==> src/rtl/score_tracker_if.sv <==
// Score tracker bus: game-logic control inputs and the score/status outputs
// that feed the two-digit score decoder.
interface score_tracker_if;
  logic       start;
  logic       food_eaten;
  logic       game_over;
  logic [7:0] score;
  logic [7:0] high_score;
  logic [7:0] display_score;
  logic       playing;
  logic       saturated;
  logic       new_high;
  logic       show_high;

  // Game logic / stimulus side
  modport master (
    output start, food_eaten, game_over,
    input  score, high_score, display_score, playing, saturated, new_high, show_high
  );

  // Score tracker side
  modport slave (
    input  start, food_eaten, game_over,
    output score, high_score, display_score, playing, saturated, new_high, show_high
  );
endinterface

==> src/rtl/score_tracker.sv <==
// Score tracker: counts food events during a game with saturation, keeps the
// session high score and, after game over, alternates the displayed value
// between the final score and the high score.
module score_tracker #(
  parameter int unsigned MAX_SCORE   = 99,
  parameter int unsigned POINTS      = 1,
  parameter int unsigned SHOW_CYCLES = 50_000_000
) (
  input  logic           clk,
  input  logic           reset_n,
  score_tracker_if.slave bus
);

  localparam int unsigned CNT_W = (SHOW_CYCLES > 1) ? $clog2(SHOW_CYCLES) : 1;

  localparam logic [8:0]       MAX_9    = 9'(MAX_SCORE);
  localparam logic [8:0]       PTS_9    = 9'(POINTS);
  localparam logic [7:0]       MAX_8    = 8'(MAX_SCORE);
  localparam logic [CNT_W-1:0] CNT_LAST = CNT_W'(SHOW_CYCLES - 1);
  localparam logic [CNT_W-1:0] CNT_ONE  = CNT_W'(1);
  localparam logic [CNT_W-1:0] CNT_ZERO = CNT_W'(0);

  typedef enum logic [1:0] {
    ST_IDLE    = 2'd0,
    ST_PLAYING = 2'd1,
    ST_OVER    = 2'd2
  } state_t;

  state_t           state_q, state_d;
  logic [7:0]       score_q, score_d;
  logic [7:0]       high_q, high_d;
  logic             new_high_q, new_high_d;
  logic             show_q, show_d;
  logic [CNT_W-1:0] cnt_q, cnt_d;
  logic             food_prev_q, food_prev_d;

  logic             eat_s;
  logic [8:0]       sum_s;
  logic [7:0]       score_eat_s;
  logic [7:0]       final_s;

  // Rising-edge detect on food_eaten and the saturating add (9-bit sum never wraps)
  always_comb begin
    eat_s       = bus.food_eaten & ~food_prev_q;
    sum_s       = {1'b0, score_q} + PTS_9;
    score_eat_s = (sum_s > MAX_9) ? MAX_8 : sum_s[7:0];
    final_s     = eat_s ? score_eat_s : score_q;
  end

  // FSM state register
  always_ff @(posedge clk or negedge reset_n) begin
    if (!reset_n) begin
      state_q <= ST_IDLE;
    end else begin
      state_q <= state_d;
    end
  end

  // FSM next-state logic; start has priority over game_over outside PLAYING
  always_comb begin
    state_d = state_q;
    case (state_q)
      ST_IDLE: begin
        if (bus.start) begin
          state_d = ST_PLAYING;
        end else begin
          state_d = ST_IDLE;
        end
      end
      ST_PLAYING: begin
        if (bus.game_over) begin
          state_d = ST_OVER;
        end else begin
          state_d = ST_PLAYING;
        end
      end
      ST_OVER: begin
        if (bus.start) begin
          state_d = ST_PLAYING;
        end else begin
          state_d = ST_OVER;
        end
      end
      default: state_d = ST_IDLE;
    endcase
  end

  // Datapath next values: score, high score, alternation counter and phase
  always_comb begin
    score_d     = score_q;
    high_d      = high_q;
    new_high_d  = new_high_q;
    show_d      = show_q;
    cnt_d       = cnt_q;
    food_prev_d = bus.food_eaten;
    case (state_q)
      ST_IDLE: begin
        if (bus.start) begin
          score_d    = 8'd0;
          new_high_d = 1'b0;
        end else begin
          score_d    = score_q;
          new_high_d = new_high_q;
        end
      end
      ST_PLAYING: begin
        // A same-cycle eat is included in the score compared at game over
        score_d = final_s;
        if (bus.game_over) begin
          if (final_s > high_q) begin
            high_d     = final_s;
            new_high_d = 1'b1;
          end else begin
            high_d     = high_q;
            new_high_d = 1'b0;
          end
          cnt_d  = CNT_ZERO;
          show_d = 1'b0;
        end else begin
          cnt_d  = cnt_q;
          show_d = show_q;
        end
      end
      ST_OVER: begin
        if (bus.start) begin
          score_d    = 8'd0;
          new_high_d = 1'b0;
          show_d     = 1'b0;
          cnt_d      = CNT_ZERO;
        end else if (cnt_q == CNT_LAST) begin
          cnt_d  = CNT_ZERO;
          show_d = ~show_q;
        end else begin
          cnt_d  = cnt_q + CNT_ONE;
          show_d = show_q;
        end
      end
      default: begin
        score_d = score_q;
      end
    endcase
  end

  // Datapath registers
  always_ff @(posedge clk or negedge reset_n) begin
    if (!reset_n) begin
      score_q     <= 8'd0;
      high_q      <= 8'd0;
      new_high_q  <= 1'b0;
      show_q      <= 1'b0;
      cnt_q       <= CNT_ZERO;
      food_prev_q <= 1'b0;
    end else begin
      score_q     <= score_d;
      high_q      <= high_d;
      new_high_q  <= new_high_d;
      show_q      <= show_d;
      cnt_q       <= cnt_d;
      food_prev_q <= food_prev_d;
    end
  end

  // Output decode: status flags and the display mux over registered values
  always_comb begin
    bus.score         = score_q;
    bus.high_score    = high_q;
    bus.new_high      = new_high_q;
    bus.playing       = (state_q == ST_PLAYING);
    bus.saturated     = (score_q == MAX_8);
    bus.show_high     = (state_q == ST_OVER) & show_q;
    bus.display_score = ((state_q == ST_OVER) && show_q) ? high_q : score_q;
  end

endmodule

==> src/flat_wrapper.sv <==
// flat-port wrapper written by rule: the top's interface ports become plain ports
module score_tracker_flat 
#(
  parameter int unsigned MAX_SCORE   = 99,
  parameter int unsigned POINTS      = 1,
  parameter int unsigned SHOW_CYCLES = 50_000_000
)
  (clk, reset_n, bus_start, bus_food_eaten, bus_game_over, bus_score, bus_high_score, bus_display_score, bus_playing, bus_saturated, bus_new_high, bus_show_high);
  score_tracker_if bus_i ();
  input  logic clk;
  input  logic reset_n;
  input wire logic [$bits(bus_i.start)-1:0] bus_start;
  input wire logic [$bits(bus_i.food_eaten)-1:0] bus_food_eaten;
  input wire logic [$bits(bus_i.game_over)-1:0] bus_game_over;
  output wire logic [$bits(bus_i.score)-1:0] bus_score;
  output wire logic [$bits(bus_i.high_score)-1:0] bus_high_score;
  output wire logic [$bits(bus_i.display_score)-1:0] bus_display_score;
  output wire logic [$bits(bus_i.playing)-1:0] bus_playing;
  output wire logic [$bits(bus_i.saturated)-1:0] bus_saturated;
  output wire logic [$bits(bus_i.new_high)-1:0] bus_new_high;
  output wire logic [$bits(bus_i.show_high)-1:0] bus_show_high;
  assign bus_i.start = bus_start;
  assign bus_i.food_eaten = bus_food_eaten;
  assign bus_i.game_over = bus_game_over;
  assign bus_score = bus_i.score;
  assign bus_high_score = bus_i.high_score;
  assign bus_display_score = bus_i.display_score;
  assign bus_playing = bus_i.playing;
  assign bus_saturated = bus_i.saturated;
  assign bus_new_high = bus_i.new_high;
  assign bus_show_high = bus_i.show_high;
  score_tracker #(.MAX_SCORE(MAX_SCORE), .POINTS(POINTS), .SHOW_CYCLES(SHOW_CYCLES)) u_core (.clk(clk), .reset_n(reset_n), .bus(bus_i));
endmodule
==> config.mk <==
export PLATFORM = sky130hd
export DESIGN_NAME = score_tracker_flat
export DESIGN_NICKNAME = d
export VERILOG_FILES = /design/src/rtl/score_tracker_if.sv /design/src/rtl/score_tracker.sv /design/src/flat_wrapper.sv
export SDC_FILE = /design/constraint.sdc
export NUM_CORES = 1
export LEC_CHECK = 0
export BUFFER_PORTS_ARGS = -buffer_cell sky130_fd_sc_hd__buf_2
export CORE_ASPECT_RATIO = 0.9
export CORE_UTILIZATION = 53
export DETAILED_ROUTE_END_ITERATION = 8
export PLACE_DENSITY = 0.75
export SETUP_SLACK_MARGIN = 0.2
export SLEW_MARGIN = 10
export SYNTH_ARGS = -nofsm -noshare
export SYNTH_HDL_FRONTEND = slang
export SYNTH_SLANG_ARGS = --single-unit
==> constraint.sdc <==
create_clock -name clk -period 3.45 [get_ports clk]
set_clock_uncertainty 0.2 [all_clocks]
set_input_delay 0 -clock clk [delete_from_list [all_inputs] [get_ports clk]]
set_output_delay 0 -clock clk [all_outputs]
set_load 0.005 [all_outputs]
==> impl_metrics.yaml, run 1 <==
timing:
  relSlewSlack: 0.537
  layout_worst_path_cycle_share: 0.949
  fmax_ghz: 0.305
  finalCriticalPeriod_ns: 3.27
  whs_ns: 0.0682
  slew_violations: 0
  setup_viol: 0
  rsz0062_at_grt: "yes"
  finalWorstSetupSlack_ns: 0.176
  worstMarginPinSlew_ns: 0.694
  hold_viol_final: 0
worst_setup_path:
  worst-r2r-cell-count: 14
  path_class: "reg -> reg"
  end_kind: "register"
  worst-endpoint-arrival_ns: 3.30
  path_cells: "ha_4, nand2b_4, or4_4, o21ai_4, o21a_1, a31o_2, inv_2, ha_4, nor2b_1, o21a_1, o21ai_2, a21oi_4, buf_6, mux2i_1"
  crit_fanout: 8
  start_kind: "register"
  worst_path_largest_cell_delay_ns: 0.49
  crit_buf_inv: 2
  cp_num_cells: 14
  worstPathRequired_ns: 3.47
  cp_slowest_cell: "dfrtp_2"
  crit_family: "compound AO/OA/AOI/OAI gates"
global_routing:
  grt_pass1_vias: 2335
  antenna_found_initial: 0
  grt_pass1_wl_mm: 11.1
  overflow: 0
  grtUsageTotal: 0.247
  grt_max_degree: 31
routing:
  wl_mm: 7.11
  via_per_inst: 5.65
  drtPass1Iterations: 5
  num_vias: 2643
  first_iter_violations: 115
  wl_per_cell_um: 15.2
  final_antenna_net_count: 0
  drcViolationCount: 0
synthesis:
  synthFlopType: "dfrtp_1"
  syn_area_um2: 2950
  synth_cells: 345
  synth-seq-cells: 47
  async_reset_ff_frac: 1.00
  synth_cell_types: 53
  yosys_warnings: 0
  synth_area_per_cell_um2: 8.55
  synth_edf_count: 0
  synth_nets: 365
  seq_area_frac_synth: 0.399
layout:
  final_design_area_no_fill_um2: 3620
  area_growth_pct: 22.7
  finalNonFillerCells: 468
  nFillCells: 443
  final_nets: 420
  drive_above_1_share: 0.257
  num_antenna_cells: 0
clock_network:
  clock_path_buffers: 2
  cts_sinks: 47
  root_buffer: "clkbuf_8"
  clk_pin_slew_ns: 0.09
  tritoncts: "done"
  h-tree-depth: 2
  cts_buffers: 5
  clock_latency_ns: 0.31
placed_design:
  place.gp.congestion: 0.933
  dpl_cell_area_um2: 3230
  hpwl_mm: 4.89
  place_inst: 444
  post-place-ws_ns: -0.0442
  portBuffers: 32
pwr:
  comb_power_share: 0.330
  p_seq_frac: 0.430
  sw_frac_of_total: 0.374
  ir_worst_vdd_uv: 312
  internal_power_uw: 891
  p_switching_uw: 532
  p_leak_uw: 0.00169
  power_frac_clock: 0.241
  cellPowerDensity_nw_per_um2: 394
die:
  rows: 25
  io_pins: 33
  start_util: 0.555
  die_w_um: 80.6
  core_area_um2: 5320
  die_h_um: 72.8
  die-area_um2: 5870
run:
  drv_cap: 0
run_status:
  status: "finished, final reports clean"
hold_path:
  hp-class: "in -> async"
## layer usage
metal | track usage | wire length, µm | part of all wire
met3 | 0.0413 | 340 | 0.048
met1 | 0.372 | 3510 | 0.49
met2 | 0.370 | 3200 | 0.45
met5 | 0 | 0 | 0
met4 | 0.0575 | 54 | 0.0076
## cells by family after synthesis
| logic type | count (synthesis) | synth area share |
|---|---|---|
| compound gates | 59 | 0.132 |
| xor+xnor | 22 | 0.0653 |
| fa+ha+maj | 15 | 0.0636 |
| buf+inv | 32 | 0.0496 |
| flops | 47 | 0.399 |
| mux | 7 | 0.0250 |
| simple gates | 163 | 0.266 |
## Yosys cell counts, types with 3 or more instances
cell type,count,share of area
a21oi_1,8,0.014
clkbuf_1,6,0.0076
xor2_1,10,0.030
nor4_1,4,0.0085
nor3_1,9,0.015
nor2b_1,4,0.0085
nor2_1,42,0.053
inv_1,16,0.020
mux2_2,3,0.011
dfrtp_1,47,0.40
and2_1,6,0.013
a22o_1,4,0.012
nand3_1,14,0.024
ha_1,15,0.064
and3_1,4,0.0085
nand4_1,4,0.0085
nand2_1,57,0.073
buf_2,6,0.010
mux2i_1,4,0.014
o21ai_0,26,0.044
nand2b_1,4,0.0085
xnor2_1,12,0.036
## timing repair
| action | 4_1_cts | 5_1_grt |
|---|---|---|
| cloned | 0 | 1 |
| hold endpoints to repair | 36 | 0 |
| pin swaps | 2 | 14 |
| setup endpoints to repair | 9 | 9 |
| setup buffers | 2 | 8 |
| gates resized for setup | 10 | 27 |
| hold buffers | 5 | 0 |
## through the flow
| stage | util | total power [µW] | setup TNS (ns) |
|---|---|---|---|
| 2_1_floorplan | - | 922 | 0 |
| 3_3_place_gp | 0.608 | 1020 | 0 |
| 3_5_place_dp | 0.608 | 1030 | -0.0639 |
| 4_1_cts | 0.647 | 1390 | 0 |
| 5_1_grt | 0.680 | 1510 | 0 |
| 6_report | 0.680 | 1420 | 0 |
## cell type report
type / instances / area [µm²] / area share
Clock buffer: 5 / 68.8 / 0.0190
Clock inverter: 3 / 20.0 / 0.00553
Inverter: 16 / 60.1 / 0.0166
Multi-Input combinational cell: 266 / 1780 / 0.492
Sequential cell: 47 / 1180 / 0.326
Tap cell: 67 / 83.8 / 0.0232
Timing Repair Buffer: 64 / 427 / 0.118
## power groups by stage
stage,Clock (µW),Sequential [µW],Combinational (µW)
after global placement,0,614,410
after floorplan,0,606,316
after global routing,370,616,520
after detailed placement,0,617,414
after CTS,347,610,432
final,343,612,469
## flip-flops by register name, indices dropped and copies added, names as in the netlist
register / flops
u_core.bus.new_high: 1
u_core.show_q: 1
u_core.bus.score: 8
u_core.bus.high_score: 8
u_core.food_prev_q: 1
u_core.cnt_q: 26
u_core.state_q: 2
## worst reg2reg max path: cells and delay by family (launching register included)
family	cells	cell delay, ns
buf+inv	2	0.21
mux	1	0.20
compound gates	6	0.95
fa+ha+maj	2	0.47
flops	1	0.49
simple gates	3	0.69
## worst paths after layout
kind,startpoint,end,slack [ns]
setup / recovery,u_core.bus.score[0],u_core.bus.high_score[1],0.18
min in group clk,bus_food_eaten,u_core.food_prev_q,0.17
max in group asynchronous,reset_n,u_core.bus.score[0],2.26
hold reg to reg,u_core.bus.new_high,u_core.bus.new_high,0.30
setup reg to reg,u_core.bus.score[0],u_core.bus.high_score[1],0.18
hold / removal,reset_n,u_core.food_prev_q,0.07
## cells in the final DEF (no fill, tap or decap), drive strengths merged, types with 3 or more instances in the layout
cell type    synthesis  routed
ha                  15      15
a21oi                8       8
and2                 6       6
xnor2               12      12
nor4                 4       4
nand2b               4       4
mux2i                4       4
nor3                 9       9
o21ai               28      28
nand3               14      14
dfrtp               47      47
a22o                 4       4
mux2                 3       3
and3                 5       5
nor2b                4       4
nor2                44      44
buf                 10      59
inv                 16      16
nand2               57      57
xor2                10      10
nand4                4       4
clkbuf               6       5
dlygate4sd3          0       5
(Power assumes the default switching activity.)
==> run 2, diff against run 1 <==
--- a/config.mk
+++ b/config.mk
@@ -5,12 +5,13 @@
 export SDC_FILE = /design/constraint.sdc
 export NUM_CORES = 1
 export LEC_CHECK = 0
-export BUFFER_PORTS_ARGS = -buffer_cell sky130_fd_sc_hd__buf_2
 export CORE_ASPECT_RATIO = 0.9
-export CORE_UTILIZATION = 53
+export CORE_UTILIZATION = 57
 export DETAILED_ROUTE_END_ITERATION = 8
-export PLACE_DENSITY = 0.75
+export DONT_BUFFER_PORTS = 1
+export PLACE_DENSITY = 0.71
 export SETUP_SLACK_MARGIN = 0.2
+export SKIP_LAST_GASP = 1
 export SLEW_MARGIN = 10
 export SYNTH_ARGS = -nofsm -noshare
 export SYNTH_HDL_FRONTEND = slang
==> run 2 against run 1 <==
Net effect: flip-flop and latch count unchanged; sequential share of layout area increased by 0.42 points; final cell count decreased by 5.8%; first-iteration DRC count increased by 67%; wire length increased by 2.8%; utilization increased by 4.5 points; design area decreased by 1.3%; highest routed layer unchanged.
==> impl_metrics.yaml, run 2 (synthesis gave the netlist of run 1 again) <==
run_status:
  status: "finished, final reports clean"
global_routing:
  grt_pass1_vias: 2472
  grt_max_degree: 48
  grtUsageTotal: 0.279
  overflow: 0
  antenna_found_initial: 0
  grt_pass1_wl_mm: 11.8
worst_setup_path:
  start_kind: "register"
  worst-endpoint-arrival_ns: 3.38
  critPathCapture: "u_core.bus.high_score[2]"
  rr_endpoint: "u_core.bus.high_score[2]"
  cp_slowest_cell: "dfrtp_2"
  worst-r2r-cell-count: 14
  end_kind: "register"
  path_cells: "ha_4, buf_4, buf_4, nor2_2, o32a_1, buf_4, nor2_2, o31ai_2, ha_1, and4_1, a21oi_2, o21ai_2, a21oi_4, mux2_4"
  cp-startpoint: "u_core.bus.score[0]"
  rrSetupSlack_ns: 0.07
  path_class: "reg -> reg"
  reg2reg_from: "u_core.bus.score[0]"
  worstPathRequired_ns: 3.45
  crit_fanout: 5
  crit_top_cell: "buf_4"
  worst_path_largest_cell_delay_ns: 0.47
placed_design:
  place.gp.congestion: 0.901
  post-place-ws_ns: -0.0699
  place_inst: 414
  portBuffers: 0
  hpwl_mm: 4.82
layout:
  top_register: "u_core.cnt_q"
  area_growth_pct: 21.1
  layout_commonest_cell: "nand2_1"
  final_nets: 395
  drive_above_1_share: 0.213
  nFillCells: 372
  multi_input_area_um2: 1800
  largest_register_ff_count: 26
  seqCellArea_um2: 1180
  finalNonFillerCells: 441
  final_cell_mix: "nand2_1 (54), dfrtp_1 (44), nor2_1 (40)"
  num_antenna_cells: 0
  fin_util: 0.725
timing:
  fmax_ghz: 0.296
  layout_worst_path_cycle_share: 0.980
  setup_viol: 0
  hold_viol_final: 0
  setup_tns_ns: 0
  finalWorstSetupSlack_ns: 0.0697
  relSlewSlack: 0.624
  rsz0062_at_grt: "yes"
  worstMarginPinSlew_ns: 0.549
  slew_violations: 0
  finalCriticalPeriod_ns: 3.38
clock_network:
  clock_latency_ns: 0.31
  clk_pin_slew_ns: 0.09
  clock_path_buffers: 2
  cts_sinks: 47
  cts_buffers: 5
  tritoncts: "done"
  h-tree-depth: 2
  root_buffer: "clkbuf_8"
routing:
  wl_mm: 7.30
  drcViolationCount: 0
  drtPass1Iterations: 4
  route.layer.met1.wl_mm: 3.51
  final_antenna_net_count: 0
  wl_per_cell_um: 16.6
  routed-wl-met2_mm: 3.28
  route.met3.wl_um: 408
  top_layer: "met4"
  num_vias: 2558
  via_per_inst: 5.80
  first_iter_violations: 192
hold_path:
  hp-class: "in -> reg"
  hp-start: "bus_food_eaten"
die:
  io_pins: 33
  die-area_um2: 5470
  core_area_um2: 4920
  rows: 24
  start_util: 0.599
  die_h_um: 70.2
  die_w_um: 77.8
pwr:
  power_frac_clock: 0.271
  comb_power_share: 0.330
  p_leak_uw: 0.00159
  p_seq_frac: 0.399
  internal_power_uw: 991
  p_switching_uw: 537
  sw_frac_of_total: 0.351
  cellPowerDensity_nw_per_um2: 428
  finalPower_uw: 1530
  ir_worst_vdd_uv: 499
run:
  drv_cap: 0
## run 2: cell count changes in the layout (fill, tap and decap cells not counted), moves of 2 or more
| cell | change |
|---|---|
| nor2_1 | -2 |
| buf_2 | -33 |
| nand2_2 | +3 |
| o21ai_0 | -2 |
| buf_4 | +5 |
| buf_6 | +3 |
| nand2_1 | -2 |
| clkinvlp_4 | -2 |
| nor2_2 | +2 |
## run 2: worst min path at each step
stage / to / slack, ns / cells past startpoint
after CTS: u_core.bus.score[1] / 0.007 / 4
after global routing: u_core.bus.score[1] / 0.03 / 4
after floorplan: u_core.bus.high_score[0] / -0.50 / 0
after detailed placement: u_core.food_prev_q / -0.49 / 0
final: u_core.bus.score[1] / 0.01 / 4
after global placement: u_core.food_prev_q / -0.49 / 0
## run 2: per-stage QoR
step,cell area [µm²],hold slack [ns]
after global routing,3570,0.0264
after detailed placement,3100,-0.494
after global placement,3100,-0.495
after CTS,3390,0.00698
after floorplan,2960,-0.496
final,3570,0.0135
## run 2: power groups by stage
| stage | clock network, µW | logic [µW] | registers [µW] |
|---|---|---|---|
| floorplan | 0 | 316 | 606 |
| global placement | 0 | 395 | 616 |
| detailed placement | 0 | 397 | 619 |
| CTS | 420 | 446 | 608 |
| global route | 437 | 558 | 615 |
| finish | 414 | 505 | 609 |
## run 2: routing by layer
layer  track usage  up-vias
met5             0        -
met4         0.103        0
met3        0.0562       12
met2         0.420       66
met1         0.396     1236
li1              -     1244
## run 2: worst max-delay path: cells and delay by family (launching register included)
kind / cells / cell delay (ns)
AOI/OAI and AO/OA: 5 / 1.01
adders and majority gates: 2 / 0.49
DFF: 1 / 0.47
buffers and inverters: 3 / 0.43
and+or+nand+nor: 3 / 0.37
muxes: 1 / 0.33
## run 2: cell type report
cell class              instances  share of cell area
multi-input cells             266               0.503
flip-flops and latches         47               0.330
repair buffers                 39              0.0953
well taps                      65              0.0228
clock buffers                   5              0.0193
inverters                      16              0.0168
clock inverters                 3              0.0123
## run 2: timing repair
item | 4_1_cts | 5_1_grt
buffers inserted | 5 | 7
cloned | 0 | 1
endpoints found under the setup margin | 9 | 9
hold buffers | 6 | 0
pin swaps | 8 | 17
hold endpoints to repair | 58 | 0
gates resized for setup | 18 | 30
==> run 3, diff against run 2 <==
--- a/config.mk
+++ b/config.mk
@@ -9,7 +9,7 @@
 export CORE_UTILIZATION = 57
 export DETAILED_ROUTE_END_ITERATION = 8
 export DONT_BUFFER_PORTS = 1
-export PLACE_DENSITY = 0.71
+export PLACE_DENSITY = 0.72
 export SETUP_SLACK_MARGIN = 0.2
 export SKIP_LAST_GASP = 1
 export SLEW_MARGIN = 10
==> run 3 against run 2 <==
Net effect: the run now ends with hold timing left; global-route usage is 0.32 points higher; total power is 4.9% higher; non-clock buffer count is 3 higher; via count is 0.27% higher; sequential power hardly changed.
==> impl_metrics.yaml, run 3 (synthesis gave the netlist of run 1 again) <==
run_status:
  status: "complete, but fails checks"
  violations: "hold timing"
die:
  die_w_um: 77.8
  rows: 24
  start_util: 0.599
  core_area_um2: 4920
  die-area_um2: 5470
  die_h_um: 70.2
  io_pins: 33
worst_setup_path:
  reg2reg_from: "u_core.bus.score[0]"
  crit_fanout: 6
  worst-endpoint-arrival_ns: 3.43
  worst_path_largest_cell_delay_ns: 0.47
  end_kind: "register"
  worstPathRequired_ns: 3.44
  crit_family: "compound AO/OA/AOI/OAI gates"
  path_class: "reg -> reg"
  rr_endpoint: "u_core.bus.high_score[2]"
  cp_slowest_cell: "dfrtp_2"
  worst-r2r-cell-count: 15
  start_kind: "register"
  rrSetupSlack_ns: 0.01
  crit_buf_inv: 2
  path_cells: "ha_4, buf_6, and2_4, a21boi_2, o32a_1, o21ai_4, a2bb2oi_2, nand2_1, ha_1, and4_4, a21oi_2, o21ai_1, a21oi_2, buf_6, mux2_4"
clock_network:
  cts_buffers: 5
  clock_path_buffers: 2
  clk_pin_slew_ns: 0.09
  h-tree-depth: 2
  root_buffer: "clkbuf_8"
  cts_sinks: 47
  tritoncts: "done"
  clock_latency_ns: 0.31
timing:
  hold_viol_final: 11
  layout_worst_path_cycle_share: 0.996
  whs_ns: -0.00808
  setup_viol: 0
  worstMarginPinSlew_ns: 0.515
  slew_violations: 0
  finalCriticalPeriod_ns: 3.44
  relSlewSlack: 0.653
  rsz0062_at_grt: "yes"
  fmax_ghz: 0.291
layout:
  top_register: "u_core.cnt_q"
  drive_above_1_share: 0.230
  layout_commonest_cell: "nand2_1"
  area_growth_pct: 21.8
  num_antenna_cells: 0
  final_nets: 398
  nFillCells: 373
  finalNonFillerCells: 444
  final_cell_mix: "nand2_1 (54), dfrtp_1 (43), nor2_1 (40)"
  largest_register_ff_count: 26
pwr:
  p_leak_uw: 0.00162
  power_frac_clock: 0.304
  ir_worst_vdd_uv: 431
  p_seq_frac: 0.381
  p_switching_uw: 550
  comb_power_share: 0.315
  sw_frac_of_total: 0.343
  cellPowerDensity_nw_per_um2: 446
  internal_power_uw: 1050
routing:
  final_antenna_net_count: 0
  wl_per_cell_um: 16.6
  first_iter_violations: 178
  via_per_inst: 5.78
  drtPass1Iterations: 4
  wl_mm: 7.36
  num_vias: 2565
  drcViolationCount: 0
global_routing:
  grtUsageTotal: 0.282
  grt_max_degree: 48
  antenna_found_initial: 0
  grt_pass1_vias: 2469
  overflow: 0
  grt_pass1_wl_mm: 11.9
run:
  drv_cap: 0
placed_design:
  place.gp.congestion: 0.832
  place_inst: 415
  portBuffers: 0
  hpwl_mm: 4.80
hold_path:
  hp-class: "in -> async"
## run 3: layer usage
layer,part of all wire,global-route usage,vias to the layer above
met4,0.017,0.101,0
li1,-,-,1247
met3,0.082,0.0837,15
met1,0.45,0.391,1219
met2,0.45,0.417,84
met5,0,0,-
## run 3: worst max path at each step
stage	startpoint	end	slack [ns]	cells after the start
2_1_floorplan	u_core.bus.score[0]	u_core.bus.high_score[0]	0.20	14
3_3_place_gp	u_core.bus.score[0]	u_core.bus.high_score[0]	-0.04	14
3_5_place_dp	u_core.bus.score[0]	u_core.bus.high_score[1]	-0.11	14
4_1_cts	u_core.bus.score[0]	u_core.bus.high_score[2]	0.17	14
5_1_grt	u_core.bus.score[0]	u_core.bus.high_score[3]	-0.13	15
6_report	u_core.bus.score[0]	u_core.bus.high_score[2]	0.01	15
## run 3: cell type report
type / count / area, µm² / share of cell area
Clock inverter: 2 / 60.1 / 0.0167
Inverter: 16 / 60.1 / 0.0167
Clock buffer: 6 / 72.6 / 0.0202
Tap cell: 65 / 81.3 / 0.0226
Timing Repair Buffer: 42 / 367 / 0.102
Multi-Input combinational cell: 266 / 1770 / 0.493
Sequential cell: 47 / 1180 / 0.329
## run 3: per-stage QoR
stage	utilization	total power (µW)	setup WS, ns	TNS, ns	area (µm²)
final	0.729	1600	0.0134	0	3590
after global placement	0.631	1010	-0.0433	-0.223	3110
after CTS	0.708	1560	0.170	0	3490
after detailed placement	0.631	1020	-0.113	-0.583	3110
after global routing	0.729	1680	-0.128	-0.723	3590
after floorplan	-	922	0.201	0	2960
## run 3: power by group through the flow
stage	Sequential (µW)	Combinational, µW	Clock, µW
4_1_cts	608	465	488
6_report	610	505	487
3_3_place_gp	616	396	0
3_5_place_dp	619	398	0
2_1_floorplan	606	316	0
5_1_grt	613	556	507
## run 3: worst reg2reg max path, cell delays in order (launching register included)
cell and delay [ns]:
dfrtp_2 0.47, ha_4 0.19, buf_6 0.11, and2_4 0.15, a21boi_2 0.14, o32a_1 0.25
o21ai_4 0.25, a2bb2oi_2 0.18, nand2_1 0.09, ha_1 0.30, and4_4 0.17, a21oi_2 0.13
o21ai_1 0.09, a21oi_2 0.15, buf_6 0.14, mux2_4 0.29
## run 3: what timing repair did
item	4_1_cts	5_1_grt
hold buffers	6	0
gates resized for setup	21	30
hold endpoints to repair	58	0
cloned	1	0
setup buffers	11	3
setup endpoints to repair	9	9
pin swaps	14	25
